[src/rtl/dut_mul_acc_pipe.sv]
// Pipelined signed x unsigned multiply-accumulate with per-frame
// saturation, first/last framing and clock-enable stall.
module dut_mul_acc_pipe #(
    parameter int din0_WIDTH = 23,
    parameter int din1_WIDTH = 17,
    parameter int dout_WIDTH = 48,
    parameter int NUM_STAGE  = 2
) (
    input  logic                  clk,
    input  logic                  reset,
    input  logic                  ce,
    input  logic                  in_valid,
    input  logic                  first,
    input  logic                  last,
    input  logic [din0_WIDTH-1:0] din0,
    input  logic [din1_WIDTH-1:0] din1,
    output logic                  out_valid,
    output logic [dout_WIDTH-1:0] dout,
    output logic                  sat
);

    localparam int PW = din0_WIDTH + din1_WIDTH;
    localparam int DW = dout_WIDTH;

    localparam logic [DW-1:0] SMAX = {1'b0, {(DW-1){1'b1}}};
    localparam logic [DW-1:0] SMIN = {1'b1, {(DW-1){1'b0}}};

    logic signed [PW-1:0] w_a;
    logic signed [PW-1:0] w_b;
    logic signed [PW-1:0] w_prod;

    logic [NUM_STAGE-1:0] r_v;
    logic [NUM_STAGE-1:0] r_f;
    logic [NUM_STAGE-1:0] r_l;
    logic [PW-1:0]        r_p [NUM_STAGE];

    logic signed [DW-1:0] r_acc;
    logic                 r_fsat;
    logic [DW-1:0]        r_dout;
    logic                 r_sat;
    logic                 r_ovalid;

    logic                 w_lv;
    logic                 w_lf;
    logic                 w_ll;
    logic signed [PW-1:0] w_lp;
    logic signed [DW:0]   w_base;
    logic signed [DW:0]   w_pe;
    logic signed [DW:0]   w_sum;
    logic                 w_ovf;
    logic                 w_unf;
    logic                 w_fsat;
    logic signed [DW-1:0] w_clamp;

    // Both operands widened to the exact product width; din1 is zero-extended.
    assign w_a    = {{din1_WIDTH{din0[din0_WIDTH-1]}}, din0};
    assign w_b    = {{din0_WIDTH{1'b0}}, din1};
    assign w_prod = w_a * w_b;

    // Valid bits: cleared by reset, shifted only while ce is high.
    always_ff @(posedge clk) begin
        if (reset) begin
            r_v <= '0;
        end else if (ce) begin
            r_v[0] <= in_valid;
            for (int s = 1; s < NUM_STAGE; s++) begin
                r_v[s] <= r_v[s-1];
            end
        end
    end

    // Product and frame markers travel alongside the valid bits.
    always_ff @(posedge clk) begin
        if (ce) begin
            r_p[0] <= w_prod;
            r_f[0] <= first;
            r_l[0] <= last;
            for (int s = 1; s < NUM_STAGE; s++) begin
                r_p[s] <= r_p[s-1];
                r_f[s] <= r_f[s-1];
                r_l[s] <= r_l[s-1];
            end
        end
    end

    assign w_lv = r_v[NUM_STAGE-1];
    assign w_lf = r_f[NUM_STAGE-1];
    assign w_ll = r_l[NUM_STAGE-1];
    assign w_lp = r_p[NUM_STAGE-1];

    // acc is already zero after a last beat, so only first forces base to 0.
    assign w_base = w_lf ? '0 : (DW+1)'(r_acc);
    assign w_pe   = (DW+1)'(w_lp);
    assign w_sum  = w_base + w_pe;
    assign w_ovf  = ~w_sum[DW] & w_sum[DW-1];
    assign w_unf  = w_sum[DW] & ~w_sum[DW-1];
    assign w_fsat = (~w_lf & r_fsat) | w_ovf | w_unf;

    // Clamp the extended sum back into the signed output range.
    always_comb begin
        w_clamp = w_sum[DW-1:0];
        if (w_ovf) begin
            w_clamp = SMAX;
        end else if (w_unf) begin
            w_clamp = SMIN;
        end
    end

    // Accumulate beats; on last emit the sum and clear for the next frame.
    always_ff @(posedge clk) begin
        if (reset) begin
            r_acc    <= '0;
            r_fsat   <= 1'b0;
            r_dout   <= '0;
            r_sat    <= 1'b0;
            r_ovalid <= 1'b0;
        end else begin
            r_ovalid <= 1'b0;
            if (ce && w_lv) begin
                if (w_ll) begin
                    r_dout   <= w_clamp;
                    r_sat    <= w_fsat;
                    r_ovalid <= 1'b1;
                    r_acc    <= '0;
                    r_fsat   <= 1'b0;
                end else begin
                    r_acc    <= w_clamp;
                    r_fsat   <= w_fsat;
                end
            end
        end
    end

    assign out_valid = r_ovalid;
    assign dout      = r_dout;
    assign sat       = r_sat;

endmodule

[config.mk]
export PLATFORM = sky130hd
export DESIGN_NAME = dut_mul_acc_pipe
export DESIGN_NICKNAME = d
export VERILOG_FILES = /design/src/rtl/dut_mul_acc_pipe.sv
export SDC_FILE = /design/constraint.sdc
export NUM_CORES = 1
export LEC_CHECK = 0
export CORE_MARGIN = 4
export CORE_UTILIZATION = 55
export CTS_BUF_LIST = sky130_fd_sc_hd__clkbuf_4
export DETAILED_ROUTE_END_ITERATION = 8
export PLACE_DENSITY = 0.81
export SLEW_MARGIN = 20
export SYNTH_ARGS = -nofsm -noshare
export SYNTH_HDL_FRONTEND = slang
export SYNTH_SLANG_ARGS = --single-unit
[constraint.sdc]
create_clock -name clk -period 9.3 [get_ports clk]
set_input_delay 1.395 -clock clk [delete_from_list [all_inputs] [get_ports clk]]
set_output_delay 1.395 -clock clk [all_outputs]
set_load 0.01 [all_outputs]
==> results.yml <==
outcome:
  run_status: "completed"
layout:
  mostFrequentLayoutCell: "inv_1"
  post_route_cells_drive_above_1_share_pct: 3.00
  post_layout_nonfiller_instances: 3107
  nNetsFinal: 3127
  finish.utilization_pct: 59.4
  flow.area_growth_from_synthesis_pct: 6.83
  commonest_cells_after_routing_fill_and_taps_aside: "inv_1 (468), fa_1 (382), nand2_1 (297)"
logic_synthesis:
  synthesis.area_per_instance_um2: 9.16
  synth_seq_area_share_pct: 19.5
  synthFlopType: "dfxtp_1"
  synth_edf_count: 84
  synth.distinct_cells: 72
  syn-cell-area_um2: 23300
  async_set_reset_flop_share_out_of_synthesis_pct: 0
  postSynthNetCount: 3118
  synth_seq_cells: 185
  ys.warnings.count: 0
  synthesis.instances: 2545
worst_setup_path:
  critical_path_depth: 23
  critical_path_required_ns: 9.65
  critPathTopFamily: "adder cells"
  worst_setup_path_end_kind: "flop"
  crit_path_start_kind: "primary input"
  critical-path-top-cell-by-count: "fa_1"
  reg2regPathDepth: 15
  worst-r2r-setup-slack_ns: 2.95
  worst_path_max_delay_cell: "clkdlybuf4s50_1"
  worstPathBufferInverterCount: 5
  crit_path_max_fanout: 23
  critPathKind: "in -> reg"
  peak_per_stage_delay_on_the_critical_path_ns: 0.86
  worst_ep_arrival_time_ns: 8.57
  critical_path.cell_chain: "clkdlybuf4s50_1 -> and2_1 -> fa_1 -> inv_1 -> fa_1 -> inv_1 -> fa_1 -> inv_1 -> fa_1 -> fa_1 -> fa_1 -> inv_1 -> ha_1 -> a21oi_1 -> o21a_1 -> o21ai_0 -> a211o_1 -> a21o_1 -> a21o_1 -> a211oi_1 -> o32ai_1 -> o41ai_1 -> xnor2_1"
floorplanning:
  floorplan.die_area_um2: 45700
  initial_utilization_pct: 55.6
  fp.dieH_um: 214
  die_w_um: 214
  floorplan.io_pins: 96
  coreArea_um2: 41900
  std_cell_rows: 75
global_routing:
  gr-usage-all-layers_pct: 24.5
  grt_antenna_before_repair: 1
  maximum_number_of_pins_on_one_net_before_global_route_repair: 91
  number_of_global_route_vias_before_repair: 18443
  grt_overflow: 0
  grt_first_pass_wirelength_mm: 91.3
route:
  drt_pass1_iterations: 6
  routed-via-count: 17438
  via_per_inst: 5.61
  drc: 0
  avgRoutedWirePerCell_um: 17.5
  detail_route.wirelength_mm: 54.5
  route.antenna.remaining_nets: 0
  detailedRoute.firstIterationViolations: 1685
worst_hold_path:
  min-delay-path-class: "reg -> reg"
  whs_path_depth: 0
place:
  post_dp_hpwl_mm: 43.7
  place.detailed.instances: 3074
  buffer_ports.inserted: 95
  place.gp.congestion: 0.946
sta:
  slew_headroom_pct: 27.3
  finalSetupViolations: 0
  final_report_hold_violation_count: 0
  final_period_minus_worst_setup_slack_ns: 8.22
  setup-tns-final_ns: 0
  slew_at_the_pin_closest_to_its_max_slew_limit_ns: 1.09
  timing.clock.skew_ns: 0.0239
  grt_setup_unrepaired: "no"
  holdWs_ns: 0.433
  report.final.slew_viol_count: 0
  fin_crit_sh_pct: 88.4
  maxClockFrequency_ghz: 0.122
job:
  maxCapViolCount: 0
clock_tree:
  number_of_gates_given_a_new_drive_strength_after_cts: 0
  h_tree_levels: 4
  clk_latency_ns: 0.59
  tritoncts.num_buffers: 17
  holdBufCountCts: 0
  clkTransAtPathRegs_ns: 0.16
  clock_tree_from_tritoncts: "done"
  tritoncts_sinks: 185
  cts.path.max_buffers: 2
  cts_setup_buffers: 0
  cts_root_buffer: "clkbuf_4"
==> final cells by class <==
type,count,area [µm²]
fillers,3455,17000
multi-input cells,1770,16500
flip-flops and latches,185,4540
inverters,468,1760
repair buffers,112,1070
well taps,539,674
clock inverters,15,173
clock buffers,17,128
diodes,1,2.50
==> cell usage after synthesis, types with 13 or more instances <==
cell type | n | area, µm²
clkbuf_1 | 110 | 413
o21ai_0 | 84 | 420
a211oi_1 | 40 | 300
inv_1 | 468 | 1760
ha_1 | 145 | 1810
a21oi_1 | 130 | 651
nand3_1 | 15 | 75.1
nor3_1 | 26 | 130
a21o_1 | 35 | 263
dfxtp_1 | 101 | 2020
nand2_1 | 297 | 1110
edfxtp_1 | 84 | 2520
o21bai_1 | 19 | 143
and3_1 | 13 | 81.3
xnor2_1 | 55 | 482
xor2_1 | 28 | 245
nor2b_1 | 56 | 350
fa_1 | 382 | 7650
and2_1 | 184 | 1150
nand4_1 | 23 | 144
nor2_1 | 100 | 375
==> per-layer routing <==
layer | part of all wire, % | track usage [%] | up-vias | routed length (µm)
met3 | 7.1 | 3.09 | 103 | 3880
met4 | 1.9 | 6.22 | 0 | 1050
met1 | 45 | 34.8 | 8600 | 24400
met5 | 0 | 0 | - | 0
met2 | 46 | 40.6 | 698 | 25200
li1 | - | - | 8037 | -
==> flip-flops by register name, summed over array words and instances (netlist names) <==
signal     cells
r_l            2
r_v            2
r_p           80
out_valid      1
r_f            2
r_fsat         1
sat            1
r_acc         48
dout          48
==> per-stage QoR <==
| stage | area [µm²] | setup WS (ns) |
|---|---|---|
| floorplan | 23300 | 1.92 |
| CTS | 24900 | 1.11 |
| global route | 24900 | 0.704 |
| finish | 24900 | 1.08 |
| detailed placement | 24600 | 0.429 |
| global placement | 24600 | 0.663 |
==> logic make-up (layout without fill, tap and decap cells) <==
group,count (synthesis),after routing,synth area share [%]
AND/OR/NAND/NOR,754,754,15.9
buffers and inverters,590,612,9.56
adder cells (fa/ha/maj),535,535,40.9
AO/OA/AOI/OAI,393,393,10.7
flip-flops,185,185,19.5
XOR/XNOR,84,84,3.24
multiplexers,4,4,0.177
other,0,1,0
==> final timing paths <==
check                  startpoint                endpoint
max                       din1[3]    r_p[0][39]$_DFFE_PP_
min          r_p[0][31]$_DFFE_PP_    r_p[0][71]$_DFFE_PP_
max reg2reg      r_f[1]$_DFFE_PP_  r_acc[21]$_SDFFE_PP0P_
min reg2reg  r_p[0][31]$_DFFE_PP_    r_p[0][71]$_DFFE_PP_
Power is not shown: default switching activity piles up to over one toggle a cycle in this logic, so the estimate is an artifact.
